**src/rtl/debnc_evt_arb_if.sv**
```systemverilog
// Event handshake bundle between the debounce arbiter and its consumer.
//   evt_valid  arbiter -> consumer  an event is being presented
//   evt_ready  consumer -> arbiter  consumer takes the presented event
//   evt_ch     arbiter -> consumer  channel the event belongs to
//   evt_rise   arbiter -> consumer  1 = rising edge, 0 = falling edge
interface debnc_evt_arb_if #(
   parameter int N_CH = 4
) ();
   localparam int CHW = (N_CH > 1) ? $clog2(N_CH) : 1;

   logic           evt_valid;
   logic           evt_ready;
   logic [CHW-1:0] evt_ch;
   logic           evt_rise;

   modport master (output evt_valid, evt_ch, evt_rise, input evt_ready);
   modport slave  (input evt_valid, evt_ch, evt_rise, output evt_ready);
endinterface

```
**src/rtl/debnc_evt_arb.sv**
```systemverilog
// Multi-channel switch debouncer with a round-robin edge-event arbiter.
// Each raw switch is synchronized, then accepted only after its new level has
// persisted for N_TICKS ticks of a shared TICK_M-cycle timebase. Accepted
// edges become pending events that are presented one at a time on a
// valid/ready handshake; an edge that hits an already-pending bit sets a
// sticky overrun flag.
//
// Build option: define DEBNC_FALL_EVT_EN to also report falling edges. Without
// it only rising edges are reported and evt_rise is tied to 1; the debounced
// levels behave identically in both builds.
//
// Ports:
//   clk      system clock, rising edge
//   rst      synchronous active-high reset
//   sw       raw asynchronous switch levels [N_CH]
//   db       debounced levels [N_CH]
//   ovr      sticky per-channel overrun flags [N_CH]
//   clr_ovr  clears all ovr bits
//   evt      event handshake (master side)
//
// Output FSM:
//   state | meaning
//   IDLE  | nothing presented; picks the next pending event
//   HOLD  | event presented on evt, waiting for evt_ready
module debnc_evt_arb #(
   parameter int N_CH    = 4,
   parameter int TICK_M  = 1000000,
   parameter int N_TICKS = 3
) (
   input  logic            clk,
   input  logic            rst,
   input  logic [N_CH-1:0] sw,
   output logic [N_CH-1:0] db,
   output logic [N_CH-1:0] ovr,
   input  logic            clr_ovr,
   debnc_evt_arb_if.master evt
);
   localparam int CHW = $clog2(N_CH);
   localparam int TCW = $clog2(TICK_M);
   localparam int WCW = (N_TICKS > 1) ? $clog2(N_TICKS) : 1;
   localparam logic [TCW-1:0] TC_LAST = TCW'(TICK_M - 1);
   localparam logic [WCW-1:0] WC_LAST = WCW'(N_TICKS - 1);
   localparam logic [CHW-1:0] CH_LAST = CHW'(N_CH - 1);

   typedef enum logic {IDLE, HOLD} state_t;

   logic [N_CH-1:0] sw_m, sws;
   logic [TCW-1:0]  tcnt;
   logic            m_tic;
   logic [WCW-1:0]  wc [N_CH];
   logic [N_CH-1:0] tog;
   logic [N_CH-1:0] rise_q;
   logic [N_CH-1:0] pend_r, clr_r;
   logic [N_CH-1:0] pend_any, sel_oh, ovr_set;
   logic [CHW-1:0]  ptr, sel_ch, ch_q;
   logic            sel_vld, take, done;
   state_t          state, state_nxt;
`ifdef DEBNC_FALL_EVT_EN
   logic [N_CH-1:0] fall_q, pend_f, clr_f;
   logic            sel_rise, rise_out;
`endif

   always_ff @(posedge clk) begin
      if (rst) begin
         sw_m <= '0;
         sws  <= '0;
      end else begin
         sw_m <= sw;
         sws  <= sw_m;
      end
   end

   assign m_tic = (tcnt == TC_LAST);

   always_ff @(posedge clk) begin
      if (rst || m_tic) tcnt <= '0;
      else              tcnt <= tcnt + TCW'(1);
   end

   // A channel flips on the tick that completes N_TICKS ticks of disagreement.
   always_comb begin
      for (int i = 0; i < N_CH; i++)
         tog[i] = (sws[i] != db[i]) && m_tic && (wc[i] == WC_LAST);
   end

   always_ff @(posedge clk) begin
      if (rst) begin
         db     <= '0;
         rise_q <= '0;
         for (int i = 0; i < N_CH; i++) wc[i] <= '0;
      end else begin
         db     <= db ^ tog;
         rise_q <= tog & ~db;
         for (int i = 0; i < N_CH; i++) begin
            if (sws[i] == db[i] || tog[i]) wc[i] <= '0;
            else if (m_tic)                wc[i] <= wc[i] + WCW'(1);
         end
      end
   end

`ifdef DEBNC_FALL_EVT_EN
   always_ff @(posedge clk) begin
      if (rst) fall_q <= '0;
      else     fall_q <= tog & db;
   end
   assign pend_any = pend_r | pend_f;
`else
   assign pend_any = pend_r;
`endif

   // First pending channel at or after ptr, wrapping around.
   always_comb begin
      int idx;
      idx     = 0;
      sel_vld = 1'b0;
      sel_ch  = '0;
`ifdef DEBNC_FALL_EVT_EN
      sel_rise = 1'b1;
`endif
      for (int k = 0; k < N_CH; k++) begin
         idx = int'(ptr) + k;
         if (idx >= N_CH) idx = idx - N_CH;
         if (!sel_vld && pend_any[idx]) begin
            sel_vld = 1'b1;
            sel_ch  = CHW'(idx);
`ifdef DEBNC_FALL_EVT_EN
            sel_rise = pend_r[idx];
`endif
         end
      end
   end

   always_ff @(posedge clk) begin
      if (rst) state <= IDLE;
      else     state <= state_nxt;
   end

   always_comb begin
      state_nxt = state;
      take      = 1'b0;
      done      = 1'b0;
      case (state)
         IDLE: if (sel_vld) begin
            state_nxt = HOLD;
            take      = 1'b1;
         end
         HOLD: if (evt.evt_ready) begin
            state_nxt = IDLE;
            done      = 1'b1;
         end
      endcase
   end

   assign sel_oh = take ? ({{(N_CH-1){1'b0}}, 1'b1} << sel_ch) : '0;

`ifdef DEBNC_FALL_EVT_EN
   assign clr_r   = sel_oh & {N_CH{sel_rise}};
   assign clr_f   = sel_oh & {N_CH{~sel_rise}};
   assign ovr_set = (rise_q & pend_r & ~clr_r) | (fall_q & pend_f & ~clr_f);

   always_ff @(posedge clk) begin
      if (rst) pend_f <= '0;
      else     pend_f <= (pend_f & ~clr_f) | fall_q;
   end
`else
   assign clr_r   = sel_oh;
   assign ovr_set = rise_q & pend_r & ~clr_r;
`endif

   // A new edge on a bit being consumed this cycle re-arms it (set wins).
   always_ff @(posedge clk) begin
      if (rst) begin
         pend_r <= '0;
         ovr    <= '0;
      end else begin
         pend_r <= (pend_r & ~clr_r) | rise_q;
         ovr    <= (clr_ovr ? '0 : ovr) | ovr_set;
      end
   end

   always_ff @(posedge clk) begin
      if (rst) begin
         ch_q <= '0;
         ptr  <= '0;
      end else begin
         if (take) ch_q <= sel_ch;
         if (done) ptr  <= (ch_q == CH_LAST) ? '0 : ch_q + CHW'(1);
      end
   end

`ifdef DEBNC_FALL_EVT_EN
   always_ff @(posedge clk) begin
      if (rst)       rise_out <= 1'b0;
      else if (take) rise_out <= sel_rise;
   end
   assign evt.evt_rise = rise_out;
`else
   assign evt.evt_rise = 1'b1;
`endif

   assign evt.evt_valid = (state == HOLD);
   assign evt.evt_ch    = ch_q;
endmodule

```
**src/flat_wrapper.sv**
```systemverilog
// flat-port wrapper written by rule: the top's interface ports become plain ports
module debnc_evt_arb_flat 
#(
   parameter int N_CH    = 4,
   parameter int TICK_M  = 1000000,
   parameter int N_TICKS = 3
)
  (clk, rst, sw, db, ovr, clr_ovr, evt_evt_valid, evt_evt_ch, evt_evt_rise, evt_evt_ready);
  debnc_evt_arb_if #(.N_CH(N_CH)) evt_i ();
  input  logic clk;
  input  logic rst;
  input  logic [N_CH-1:0] sw;
  output logic [N_CH-1:0] db;
  output logic [N_CH-1:0] ovr;
  input  logic clr_ovr;
  output wire logic [$bits(evt_i.evt_valid)-1:0] evt_evt_valid;
  output wire logic [$bits(evt_i.evt_ch)-1:0] evt_evt_ch;
  output wire logic [$bits(evt_i.evt_rise)-1:0] evt_evt_rise;
  input wire logic [$bits(evt_i.evt_ready)-1:0] evt_evt_ready;
  assign evt_evt_valid = evt_i.evt_valid;
  assign evt_evt_ch = evt_i.evt_ch;
  assign evt_evt_rise = evt_i.evt_rise;
  assign evt_i.evt_ready = evt_evt_ready;
  debnc_evt_arb #(.N_CH(N_CH), .TICK_M(TICK_M), .N_TICKS(N_TICKS)) u_core (.clk(clk), .rst(rst), .sw(sw), .db(db), .ovr(ovr), .clr_ovr(clr_ovr), .evt(evt_i));
endmodule
```
**config.mk**
```make
export PLATFORM = sky130hd
export DESIGN_NAME = debnc_evt_arb_flat
export DESIGN_NICKNAME = d
export VERILOG_FILES = /design/src/rtl/debnc_evt_arb_if.sv /design/src/rtl/debnc_evt_arb.sv /design/src/flat_wrapper.sv
export SDC_FILE = /design/constraint.sdc
export NUM_CORES = 1
export LEC_CHECK = 0
export CAP_MARGIN = 0
export CELL_PAD_IN_SITES_DETAIL_PLACEMENT = 2
export CELL_PAD_IN_SITES_GLOBAL_PLACEMENT = 2
export CORE_MARGIN = 1.5
export CORE_UTILIZATION = 36
export CTS_CLUSTER_DIAMETER = 150
export DETAILED_ROUTE_END_ITERATION = 7
export PLACE_DENSITY_LB_ADDON = 0.1
export SETUP_SLACK_MARGIN = 0.05
export SYNTH_ARGS = -nofsm -noshare
export SYNTH_HDL_FRONTEND = slang
export SYNTH_SLANG_ARGS = --single-unit
```
**constraint.sdc**
```tcl
create_clock -name clk -period 2.54 [get_ports clk]
set_input_delay 0.381 -clock clk [delete_from_list [all_inputs] [get_ports clk]]
set_output_delay 0.381 -clock clk [all_outputs]
set_load 0.01 [all_outputs]
```
**Yosys cells after proc, flatten, opt, wreduce, memory -nomap -nowiden**

Memory sizes are Yosys's and may differ from the RTL's.
Index checks and enable logic that the tools add are counted.

- $add $sub $neg: 13
- Magnitude comparators: 8
- Equality and inequality tests: 14
- Shifts and indexed selects: 1
- Muxes and demuxes: 68
- Bitwise logic cells: 18
- Reductions and logical operators: 19

Operators with widths:

| cell | count |
|---|---|
| $lt A32 B4 Y1 const B | 4 |
| $mux W32 | 4 |
| $ge A32 B4 Y1 const B | 3 |
| $sub A32 B4 Y32 const B | 3 |
| $mux W1 | 44 |
| $mux W2 | 13 |
| $add A20 B1 Y20 const B | 1 |
| $eq A20 B20 Y1 const B | 1 |
| $and A4 B4 Y4 | 4 |
| $logic_and A1 B1 Y1 | 11 |
| $add A2 B1 Y2 const B | 5 |
| $eq A2 B2 Y1 const B | 5 |
| $bmux W1 S2 | 4 |
| $mux W4 | 2 |
| $not A4 Y4 | 2 |
| $or A1 B1 Y1 | 8 |
| $or A4 B4 Y4 | 2 |
| $add A2 B2 Y3 const B | 2 |
| $logic_or A1 B1 Y1 | 5 |
| $eq A1 B1 Y1 | 4 |
| $ne A1 B1 Y1 | 4 |
| $shl A1 B2 Y4 const A | 1 |
| $sub A2 B3 Y4 const B | 1 |
| $xor A4 B4 Y4 | 1 |
| 5 further kinds | 7 |

- Register bits after elaboration: 49
- RAM bits: 8
- Word-level logic and storage cells: 152
- Memories: 1

Memories:

| name | words | width | rd ports | clocked after Yosys merged registers in | wr ports | line | source |
|---|---|---|---|---|---|---|---|
| u_core.wc | 4 | 2 | 4 | 0 | 4 | debnc_evt_arb.sv:50 | `logic [WCW-1:0] wc [N_CH];` |

**Logic depth before layout (Yosys ltp)**

- Depth after elaboration: 21
- Gate-level depth with buffers: 8
- Gate-level depth less buffers: 7

**Worst setup path after synthesis**

Ideal clock, no wire load.

- Kind: register to register
- From: reg u_core.tcnt[0]
- To: reg u_core.db[0]
- Library setup time: 0.066 ns
- Data arrival time: 1.741 ns
- Required time: 2.474 ns
- Setup slack: 0.732 ns
- Stages on the path, launching flop included: 8
- Buffers on the path: 0
- Clock period less this slack: 1.808 ns
- Cells stage by stage: dfxtp_1 > ha_1 > and4_4 > nand2_2 > nor4_4 > and3_1 > ha_1 > nor2_1

- Longest elaborated chain between the ends: 4

Ends and longest elaborated chain:

| element | line | source |
|---|---|---|
| start: declaration | debnc_evt_arb.sv:48 | `logic [TCW-1:0] tcnt;` |
| start signal: assignment | debnc_evt_arb.sv:77 | `else tcnt <= tcnt + TCW'(1);` |
| $eq A20 B20 Y1 | debnc_evt_arb.sv:73 | `assign m_tic = (tcnt == TC_LAST);` |
| $logic_and A1 B1 Y1 (2 in a row) | debnc_evt_arb.sv:83 | `tog[i] = (sws[i] != db[i]) && m_tic && (wc[i] == WC_LAST);` |
| $xor A4 B4 Y4 | debnc_evt_arb.sv:92 | `db <= db ^ tog;` |
| end signal: assignment | debnc_evt_arb.sv:92 |  |
| end: declaration | debnc_evt_arb.sv:33 | `output logic [N_CH-1:0] db,` |

Every way passes these cells.
A chain may end at the register's enable or synchronous reset.

==> results.json <==
{
  "vias_per_cell": 5.112,
  "cts_setup_buffers": 0,
  "post_drt_wl_per_cell_um": 15.07,
  "grt_pass1_wl_mm": 9.328,
  "status": "finished clean",
  "cts_sinks": 57,
  "drc_errors": 0,
  "htreeDepth": 3,
  "relSlewSlack": 0.6607,
  "critPathArrivalTime_ns": 2.35,
  "ys_seq_area_frac": 0.5015,
  "synth_top_cell_by_area": "dfxtp_1",
  "drive_gt1_frac": 0.08961,
  "synth_ff_type": "dfxtp_1",
  "syn-cell-area_um2": 2435,
  "grt_usage": 0.1678,
  "rsz0062_at_grt": "no",
  "coreArea_um2": 6459,
  "clk_pin_slew_ns": 0.07,
  "clockBufferDepth": 2,
  "first_pass_iters": 3,
  "totalWireLength_mm": 5.364,
  "yosys.area.top_type_share": 0.4029,
  "layout_common_cells": "49 x dfxtp_1, 32 x nor2_1, 18 x clkdlybuf4s50_1",
  "area_growth_pct": 19.42,
  "fin_skew_ns": 0.007440,
  "finalCritPeriodShare": 0.8682,
  "critPathKind": "flip-flop to flip-flop",
  "hold_viol_final": 0,
  "start_kind": "flip-flop",
  "synth_edf_count": 8,
  "peakVddDrop_mv": 0.4178,
  "antenna_cells": 0,
  "ctsHoldBuffers": 0,
  "syn_nets": 270,
  "design.die.area_um2": 7266,
  "ys_ff_latch": 57,
  "cts_resized": 0,
  "drv_cap": 0,
  "antenna_found_initial": 0,
  "hp-class": "flip-flop to flip-flop",
  "cp-end-kind": "flip-flop",
  "worst_pin_slew_ns": 0.5019,
  "first_iter_violations": 31,
  "clk-insertion-delay-late_ns": 0.34,
  "async_reset_ff_frac": 0,
  "vias": 1820,
  "utilization": 0.4502,
  "detail-route-antenna-nets": 0,
  "nets": 292,
  "avgSynthCellArea_um2": 9.662,
  "final_max_slew_viol_count": 0,
  "grt_overflow": 0,
  "power_leakage_nw": 1.085,
  "tns_ns": 0,
  "cts_root_buffer": "clkbuf_8",
  "dp_hpwl_mm": 3.968,
  "cts_tree": "built",
  "yosysWarnings": 0,
  "initial_core_util": 0.3770,
  "synth_cells": 252,
  "grt_max_degree": 22,
  "post-place-ws_ns": 0.3624,
  "setup_viol_count_final": 0,
  "yosys-top-cells-area": "dfxtp_1 40%, edfxtp_1 9.9%, xor2_1 5.4%, ha_1 5.1%, nor2_1 4.9%",
  "place.port_buffers": 18,
  "max_freq_mhz": 453.5,
  "cts_inserted_buffers": 9,
  "ios": 20,
  "worstPathMaxFanout": 8,
  "grt_pass1_vias": 1971,
  "synth_cell_types": 40,
  "place_congestion": 0.7449,
  "final_common_cell": "dfxtp_1",
  "required_ns": 2.69,
  "std_cell_rows": 29,
  "powerDensity_nw_per_um2": 669.0,
  "fin_ws_ns": 0.3348,
  "min_period_ns": 2.205,
  "die_h_um": 85.24,
  "die_w_um": 85.24
}
[cells by family after synthesis]
family | Yosys count | synth area share
AND/OR/NAND/NOR | 107 | 0.2369
flip-flops | 57 | 0.5015
AO/OA/AOI/OAI | 25 | 0.06270
XOR/XNOR | 25 | 0.08993
buffers and inverters | 24 | 0.04367
adder cells (fa/ha/maj) | 10 | 0.05139
multiplexers | 3 | 0.01233
other | 1 | 0.001540
[worst paths after layout]
check | start | endpoint | slack, ns | depth (start not counted)
hold reg to reg | u_core.sw_m[2] | u_core.sws[2] | 0.44 | 1
hold / removal | u_core.sw_m[2] | u_core.sws[2] | 0.44 | 1
setup / recovery | u_core.tcnt[0] | u_core.wc[0][1] | 0.33 | 6
setup reg to reg | u_core.tcnt[0] | u_core.wc[0][1] | 0.33 | 6
[worst max-delay path, cell delays in order, from the launching register on]
cell,delay (ns)
dfxtp_1,0.39
ha_1,0.25
and4_4,0.28
nand2_2,0.09
nor4_4,0.49
nand2b_1,0.28
nor4_1,0.24
[metrics by stage]
step / instances / area (µm²) / hold WS [ns] / total power, W
3_5_place_dp: 340 / 2680 / 0.4289 / 0.001012
6_report: 356 / 2908 / 0.4392 / 0.001945
2_1_floorplan: 252 / 2435 / 0.4138 / 0.0009871
3_3_place_gp: 340 / 2680 / 0.4227 / 0.001009
4_1_cts: 356 / 2908 / 0.4467 / 0.001981
5_1_grt: 356 / 2908 / 0.4628 / 0.002033
[routing by layer]
metal | vias up | GRT usage | routed length [µm] | part of all wire
li1 | 906 | - | - | -
met1 | 888 | 0.1998 | 2465 | 0.46
met2 | 22 | 0.2792 | 2669 | 0.50
met3 | 4 | 0.06420 | 180 | 0.034
met4 | 0 | 0.05365 | 49 | 0.0091
met5 | - | 0 | 0 | 0
[synth_stat cells (all sizes together), types with 2 or more instances]
master and n:
nand2 17, nor2 32, xor2 15, edfxtp 8, ha 10, buf 4
xnor2 10, nor3 2, nand3 8, clkbuf 6, mux2i 3, nand4 3
o31ai 4, nor2b 13, o21ai 2, a21oi 13, o311ai 2, nor4 12
inv 14, or2 2, and3 6, nand2b 4, and4 3, dfxtp 49
[final cells by class]
cell class,instances,area [µm²]
tap,77,96.34
sequential,57,1221
clock inverter,6,90.09
multi-input combinational,171,1107
inverter,14,52.55
fill,692,3551
clock buffer,10,137.6
timing repair buffer,21,202.7
[power breakdown]
part / switching, W / internal (W) / total, W / leakage (nW)
Combinational: 0.0000298 / 0.0000259 / 0.0000557 / 0.483
Clock: 0.000376 / 0.000580 / 0.000956 / 0.109
Sequential: 0.00000845 / 0.000925 / 0.000934 / 0.493
Total: 0.000414 / 0.00153 / 0.00195 / 1.09
[state kept, by name (all words and copies together) (netlist names)]
name and count:
u_core.ptr 2, u_core.tcnt 20, u_core.rise_q 4, u_core.sw_m 4, u_core.ovr 4, u_core.evt.evt_ch 2
u_core.sws 4, u_core.wc 8, u_core.db 4, u_core.pend_any 4, u_core.evt.evt_valid 1
Power figures use the tool's default switching activity.
